File: config.mk
export PLATFORM = sky130hd
export DESIGN_NAME = dcm_lock_supervisor
export DESIGN_NICKNAME = d
export VERILOG_FILES = /design/src/rtl/dcm_lock_supervisor.sv
export SDC_FILE = /design/constraint.sdc
export NUM_CORES = 1
export LEC_CHECK = 0
export CAP_MARGIN = 25
export CORE_AREA = 2 2 111 59
export CTS_CLUSTER_SIZE = 30
export DETAILED_ROUTE_END_ITERATION = 7
export DIE_AREA = 0 0 113 61
export GPL_TIMING_DRIVEN = 1
export PLACE_DENSITY = 0.59
export SYNTH_ARGS = -nofsm -noshare
export SYNTH_HDL_FRONTEND = slang
export SYNTH_SLANG_ARGS = --single-unit
File: constraint.sdc
create_clock -name CLK33 -period 1.85 [get_ports CLK33]
set_input_delay 0.4625 -clock CLK33 [delete_from_list [all_inputs] [get_ports CLK33]]
set_output_delay 0.4625 -clock CLK33 [all_outputs]
set_load 0.1 [all_outputs]
File: src/rtl/dcm_lock_supervisor.sv
// dcm_lock_supervisor: reset sequencer, lock qualifier and retry/fault tracker for the CLK125->CLK250 DCM.
// Define DCM_SUPERVISOR_STOP_DETECT_EN to also act on the CLKIN-stopped status bit.
module dcm_lock_supervisor #(
  parameter int RESET_CYCLES  = 8,
  parameter int LOCK_TIMEOUT  = 3300,
  parameter int STABLE_CYCLES = 33,
  parameter int MAX_RETRIES   = 4,
  parameter int CNT_WIDTH     = 16
) (
  input  logic       CLK33,
  input  logic       rst_n_i,
  input  logic [2:0] dcm_status_i,
  input  logic       force_reset_i,
  input  logic       fault_clear_i,
  output logic       dcm_reset_o,
  output logic       clk_ok_o,
  output logic       fault_o,
  output logic [2:0] retry_count_o,
  output logic [7:0] relock_count_o,
  output logic [2:0] state_o
);
  typedef enum logic [2:0] {RESET = 3'd0, WAIT_LOCK = 3'd1, STABLE = 3'd2, RUN = 3'd3, FAULT = 3'd4} state_t;
  state_t state, state_n;
  logic [CNT_WIDTH-1:0] cnt, cnt_n;
  logic [2:0] retry, retry_n, retry_inc;
  logic [7:0] relock, relock_n;
  logic [2:0] sync1, sync2;
  logic locked, ovf, hold, lost, fail;
  assign locked = sync2[2];
  assign ovf = sync2[0];
  assign retry_inc = (retry == 3'd7) ? retry : retry + 3'd1;
`ifdef DCM_SUPERVISOR_STOP_DETECT_EN
  logic stop_q;
  always_ff @(posedge CLK33 or negedge rst_n_i)
    if (!rst_n_i) stop_q <= 1'b0;
    else stop_q <= sync2[1];
  assign hold = sync2[1];
  assign lost = !locked || (sync2[1] && stop_q);
`else
  logic unused_stop;
  assign unused_stop = sync2[1];
  assign hold = 1'b0;
  assign lost = !locked;
`endif
  always_comb begin
    state_n  = state;
    cnt_n    = cnt + CNT_WIDTH'(1);
    retry_n  = retry;
    relock_n = relock;
    fail     = 1'b0;
    case (state)
      RESET:
        if (cnt == CNT_WIDTH'(RESET_CYCLES - 1)) begin
          state_n = WAIT_LOCK;
          cnt_n   = '0;
        end
      WAIT_LOCK:
        if (locked) begin
          state_n = STABLE;
          cnt_n   = '0;
        end else if (hold) cnt_n = cnt;
        else fail = cnt == CNT_WIDTH'(LOCK_TIMEOUT - 1);
      STABLE:
        if (!locked || ovf) fail = 1'b1;
        else if (cnt == CNT_WIDTH'(STABLE_CYCLES - 1)) begin
          state_n = RUN;
          cnt_n   = '0;
          retry_n = '0;
        end
      RUN: begin
        cnt_n = '0;
        if (lost) begin
          state_n  = RESET;
          relock_n = relock + 8'd1;
        end
      end
      FAULT: begin
        cnt_n = '0;
        if (fault_clear_i) begin
          state_n = RESET;
          retry_n = '0;
        end
      end
      default: begin
        state_n = RESET;
        cnt_n   = '0;
      end
    endcase
    if (fail) begin
      state_n = (retry_inc == 3'(MAX_RETRIES)) ? FAULT : RESET;
      cnt_n   = '0;
      retry_n = retry_inc;
    end
    // a software relock overrides any status-driven move, including a RUN lock-loss count
    if (force_reset_i && state != FAULT) begin
      state_n  = RESET;
      cnt_n    = '0;
      retry_n  = '0;
      relock_n = relock;
    end
  end
  always_ff @(posedge CLK33 or negedge rst_n_i)
    if (!rst_n_i) begin
      sync1  <= '0;
      sync2  <= '0;
      state  <= RESET;
      cnt    <= '0;
      retry  <= '0;
      relock <= '0;
    end else begin
      sync1  <= dcm_status_i;
      sync2  <= sync1;
      state  <= state_n;
      cnt    <= cnt_n;
      retry  <= retry_n;
      relock <= relock_n;
    end
  assign dcm_reset_o    = state == RESET || state == FAULT;
  assign clk_ok_o       = state == RUN;
  assign fault_o        = state == FAULT;
  assign retry_count_o  = retry;
  assign relock_count_o = relock;
  assign state_o        = state;
endmodule

Yosys cells after proc, flatten, opt, wreduce, memory -nomap -nowiden
Index checks and enable logic that the tools add are counted.
{ "totals": {"n_memories": 0, "word_cells": 62, "reg_bits": 36, "latch_bits": 0, "mem_bits_ro": 0, "in_bits": 7, "output_inout_bits": 17, "mem_bits_rw": 0} }
{ "classes": {"n_eq_ne": 16, "n_mul": 0, "mux": 26, "shift": 0, "n_div": 0, "order_cmp": 0, "bitwise": 2, "n_reduce_logical": 9, "n_addsub": 3} }
{ "ops": {"columns": ["op", "count"], "rows": [
  ["2-to-1 mux 16 bit", 6],
  ["case mux 16 bit (3 select lines)", 1],
  ["2-to-1 mux 3 bit", 14],
  ["adder 16 x 1 -> 16 bit, second input constant", 1],
  ["equality test 16 x 12 -> 1 bit, second input constant", 1],
  ["equality test 16 x 3 -> 1 bit, second input constant", 1],
  ["equality test 16 x 6 -> 1 bit, second input constant", 1],
  ["inequality test 4 bit, second input constant", 4],
  ["case mux 3 bit (5 select lines)", 1],
  ["equality test 3 bit, second input constant", 3],
  ["adder 8 x 1 -> 8 bit, second input constant", 1],
  ["inequality test 4 x 2 -> 1 bit, second input constant", 2],
  ["equality test 3 x 2 -> 1 bit, second input constant", 2],
  ["case mux 3 bit (2 select lines)", 1],
  ["AND reduction 6 bit", 1],
  ["AND reduction 4 bit", 1],
  ["nonzero test 4 bit", 1],
  ["adder 3 x 1 -> 3 bit, second input constant", 1],
  ["equality test 3 x 1 -> 1 bit, second input constant", 1],
  ["zero test 3 bit", 1],
  ["inequality test 3 bit, second input constant", 1],
  ["AND reduction 3 bit", 1],
  ["logical OR 1 bit", 2],
  ["2-to-1 mux 1 bit", 2],
  ["other kinds (4)", 5]
]} }

Depth between registers and ports, before layout
{ "logic_depth": {"word_depth": 6, "depth_mapped": 8, "ltp_nobuf": 7} }

Worst setup path after synthesis
Ideal clock, no wire load.
{ "synth_path": {"path_kind": "register -> register", "start": "register state[0] (netlist: state_o[0])", "end": "register relock[7] (netlist: relock_count_o[7])", "setup_slack_ns": -1.258, "t_arrival_ns": 2.947, "stages_incl_launch_ff": 8, "path_buffers": 2, "synth_period_minus_slack_ns": 3.108, "setup_time_ns": 0.161, "required_time_ns": 1.689, "path_cell_list": "dfrtp_1 buf_2 and3b_1 and3_1 clkbuf_1 nand4_1 nor2_1 xor2_1"} }
{ "synth_via": {"word_cells_on_any_way": 5, "classes_between": "eq/ne (2); bitwise (1); reduce/logical (2)"} }
{ "synth_lines": {"columns": ["item", "line_no", "rtl"], "rows": [
  ["start: declaration", "23", "state_t state, state_n;"],
  ["start signal: assignment", "113", "state <= state_n;"],
  ["equality test 3 x 2 -> 1 bit", null, null],
  ["named net clk_ok_o", "16", "output logic clk_ok_o,"],
  ["AND reduction 3 bit (no source line)", null, null],
  ["end signal: assignment", "116", "relock <= relock_n;"],
  ["end: declaration", "26", "logic [7:0] relock, relock_n;"]
]} }
The timed path passes the listed nets, and every way through them passes these cells.
A chain may end at the register's enable or synchronous reset.

Final worst setup path
{ "layout_path": {"start": "register state[1] (netlist: state_o[1])", "end": "output port fault_o"} }
{ "layout_via": {"elab_chain_cells": 1} }
{ "layout_rtl": {"columns": ["item", "line_no", "rtl"], "rows": [
  ["equality test 3 bit", "120", "assign fault_o = state == FAULT;"],
  ["end: declaration", "17", "output logic fault_o,"]
]} }
No other way between the ends.

==> results <==
- After global routing the overflow that remains totals 0.
- For this run, the leading register cell type out of synthesis is sky130_fd_sc_hd__dfrtp_1.
- Leaving out fill and tap cells, the most frequent cell in the layout is sky130_fd_sc_hd__dfrtp_1.
- The worst hold path terminates at sync2[0].
- For this design the top-level I/O count stands at 24.
- Input and output buffers added on the ports amount to 22.
- The average wire per standard cell is between 10 and 15 um.
- After legalization and detailed placement, the total HPWL measured 2920 um.
- Clock latency on the worst-skew pair, taken at its later pin, is between 0.2 and 0.3 ns.
- The number of max-capacitance violations reported is 0.
- The clock passes through at most 2 buffers.
- The via count of the first global-routing pass came to 1420.
- The async set-reset flop share out of synthesis is 1.00.
- Entering global routing, the biggest net connects 35 pins.
- The number of enable-type register cells in the synthesized netlist is 0.
- After synthesis the netlist holds a flip-flop and latch count of 34.
- Yosys printed 0 warnings.
- The placed instances occupy a cell area of between 2000 and 2500 sq um.
- The number of H-tree levels is 2.
- After detailed placement, the design holds a cell count of 288.
- Final hold analysis gives a worst-case slack of 0.346 ns.
- The area of the core is 5910 sq um.
- The startpoint of the lowest-slack register-to-register path is state_o[2].
- The wire length of the first global-routing pass is between 6000 and 7000 um.
- The remaining antenna violation count is 0.
- Routability-driven placement finished with a final weighted congestion of approximately 0.83.
- The arrival time reported for the critical path endpoint is approximately 1.4 ns.
- In the final layout, the multi-input gates occupy 847 sq um.
- The number of max-slew violations in the final report came to 0.
- For this design the ratio of total power to cell area is 924 nW/um^2.
- The mapped cell area is between 1500 and 2000 sq um.
- Total power for the finished layout comes to around 0.0024 W.
- After detailed routing, the number of vias per cell comes to 4.61.
- Clock-pin slew was measured on the worst setup and hold paths at ~0.060 ns.
- By startpoint and endpoint, the worst setup path is classified as reg2out.
- Setup repair after global routing could not meet its margin everywhere.
- In the layout the commonest cells are sky130_fd_sc_hd__dfrtp_1, sky130_fd_sc_hd__nor2_1, sky130_fd_sc_hd__buf_4, sky130_fd_sc_hd__buf_12.
- The routed design could run at a clock period as short as 1.90 ns.
- The number of hold violations in the final report is 0.
- The root buffer cell is sky130_fd_sc_hd__clkbuf_16.
- The final instance area is 2630 sq um.
- The total clock sinks is 34.
- The final wirelength is 4060 um.
- Excluding fillers, the count of instances in the completed layout stands at roughly 300.
- The worst hold path passes through 0 cells.
- Averaged over all synthesized cells, the footprint is just under 10 sq um.
- The logic depth of the worst register-to-register path is 6.
- Along the worst path, the maximum fanout reaches 2.
- Setup violations remaining at the end of the flow were counted as 5.
- The startpoint of the lowest-slack hold path is sync1[0].
- The number of antenna diodes in the final layout is 0.
- The class of the tightest hold or removal check is reg2reg.
- The width of the die is ~110 um.
- The number of instances in the synthesized netlist is 174.
- STA classifies the critical path endpoint as an output pin.
- The slew at the pin with the worst max-slew slack is between 0.4 and 0.5 ns.
- The run finished, with violations left.
- The total iterations of the first detailed-routing run is 6.
- The relative slew slack is 0.700.
- The area of all sequential standard cells is between 800 and 900 sq um.
- The share of synthesized area occupied by flip-flops and latches is 0.493.
- The number of distinct library cells after synthesis is 34.
- The checks that failed: design-rule violations, negative setup slack.
- At the worst endpoint, the required time is between 1 and 1.5 ns.
- Synthesis produced a netlist with a net count of roughly 190.
- The area added between synthesis and finish is 52.1%.
- For flop-to-flop paths, the worst setup slack is -0.03 ns.
- The filler cell count in the final layout is between 500 and 600.
- The total number of vias is 1396.
- TritonCTS built the clock tree.
- The kind of launch point of the worst setup path is a flop.
- The share of cells above drive strength 1 is 0.314.
- The initial utilization of the core area, before any placement, comes to 0.292.
- The initial antenna violation count is 0.
- In this run, CTS created clock tree buffers numbering 5.
- Setup slack on the critical path of the routed design comes to -0.0541 ns.
- The starting DRC count in detailed routing is 54.
- The total number of placement rows is 20.
- The maximum resistive drop on vdd is 0.319 mV.
- For this run, the post-layout net count is ~240.
- The clock skew is 0.00720 ns.
- In this run the static leakage power is around 1.2 nW.
- The detailed-route DRC error count is 4.
- The fraction of the cycle the final worst path needs is 1.03.
- Based on the critical path, the design can be clocked at up to 525 MHz.
- The die covers 6890 sq um.
- Hold repair after CTS inserted 0 buffers.
- The endpoint identified for the worst register-to-register timing path is retry_count_o[1].
- The all-layer global routing usage is 0.136.
- The y dimension of the die is between 60 and 70 um.
==> timing repair <==
action,CTS,global route
gates resized for setup,2,4
pin swaps,1,3
setup endpoints to repair,1,23
setup buffers,6,1
==> how the worst max path moves through the flow <==
stage | from | end | cells after the start
floorplan | state_o[2] | relock_count_o[5] | 7
global placement | force_reset_i | retry_count_o[2] | 7
detailed placement | force_reset_i | retry_count_o[2] | 7
CTS | state_o[0] | fault_o | 3
global route | state_o[1] | fault_o | 3
finish | state_o[1] | fault_o | 3
==> cells by family (layout without fill, tap and decap cells) <==
group	count (synthesis)	count (layout)	share of synthesized area
AOI/OAI and AO/OA	16	16	0.0659
xor gates and xnor gates	24	24	0.122
adders and majority gates	4	4	0.0290
buffers and inverters	15	67	0.0435
DFF	34	34	0.493
muxes	2	2	0.0123
and+or+nand+nor	79	79	0.235
==> sequential cells by signal, indices dropped and copies added (netlist names) <==
signal,count
cnt,16
relock_count_o,8
retry_count_o,3
state_o,3
sync1,2
sync2,2
==> critical path, cell delays in order (launching register included) <==
cell and delay, ns:
sky130_fd_sc_hd__dfrtp_4 0.49, sky130_fd_sc_hd__or3b_4 0.41, sky130_fd_sc_hd__clkinvlp_4 0.09, sky130_fd_sc_hd__buf_12 0.16
==> stage by stage <==
step	setup WS, ns	TNS, ns	utilization
floorplan	-0.376	-4.06	-
global placement	0.0274	0	0.403
detailed placement	0.00334	0	0.403
CTS	-0.0493	-0.102	0.440
global route	-0.0974	-1.27	0.445
finish	-0.0541	-0.144	0.445
==> layout make-up <==
class                           instances  share of cell area
Tap cell                               77              0.0367
Sequential cell                        34               0.329
Clock inverter                          2             0.00476
Inverter                                9              0.0143
Timing Repair Buffer                   50               0.240
Clock buffer                            6              0.0529
Multi-Input combinational cell        125               0.323
==> cell usage after synthesis, types with 2 or more instances <==
cell,n,area share
sky130_fd_sc_hd__a21oi_1,4,0.012
sky130_fd_sc_hd__a22oi_1,2,0.0087
sky130_fd_sc_hd__and2_1,2,0.0072
sky130_fd_sc_hd__and3_1,4,0.014
sky130_fd_sc_hd__and3b_1,3,0.015
sky130_fd_sc_hd__buf_2,3,0.0087
sky130_fd_sc_hd__buf_6,2,0.013
sky130_fd_sc_hd__dfrtp_1,34,0.49
sky130_fd_sc_hd__ha_1,4,0.029
sky130_fd_sc_hd__inv_1,9,0.020
sky130_fd_sc_hd__nand2_1,12,0.026
sky130_fd_sc_hd__nand3_1,7,0.020
sky130_fd_sc_hd__nand4_1,9,0.033
sky130_fd_sc_hd__nor2_1,28,0.061
sky130_fd_sc_hd__nor3_1,4,0.012
sky130_fd_sc_hd__nor4_1,5,0.018
sky130_fd_sc_hd__o21ai_0,2,0.0058
sky130_fd_sc_hd__o22ai_1,2,0.0072
sky130_fd_sc_hd__xnor2_1,12,0.061
sky130_fd_sc_hd__xor2_1,12,0.061
==> layer usage <==
layer  share of wire  vias up  GRT usage
met2            0.36       28      0.173
met5               0        -          0
li1                -      700          -
met3           0.054        8     0.0370
met4           0.019        0     0.0679
met1            0.57      660      0.208
==> power breakdown <==
group	total [W]	leakage [nW]	internal [W]	switching, W
sequential	0.000856	0.454	0.000795	0.0000613
clock	0.000855	0.0729	0.000533	0.000322
combinational	0.000715	0.625	0.000291	0.000424
total	0.00243	1.15	0.00162	0.000808
Note: power is estimated with default switching activity, not from simulation.
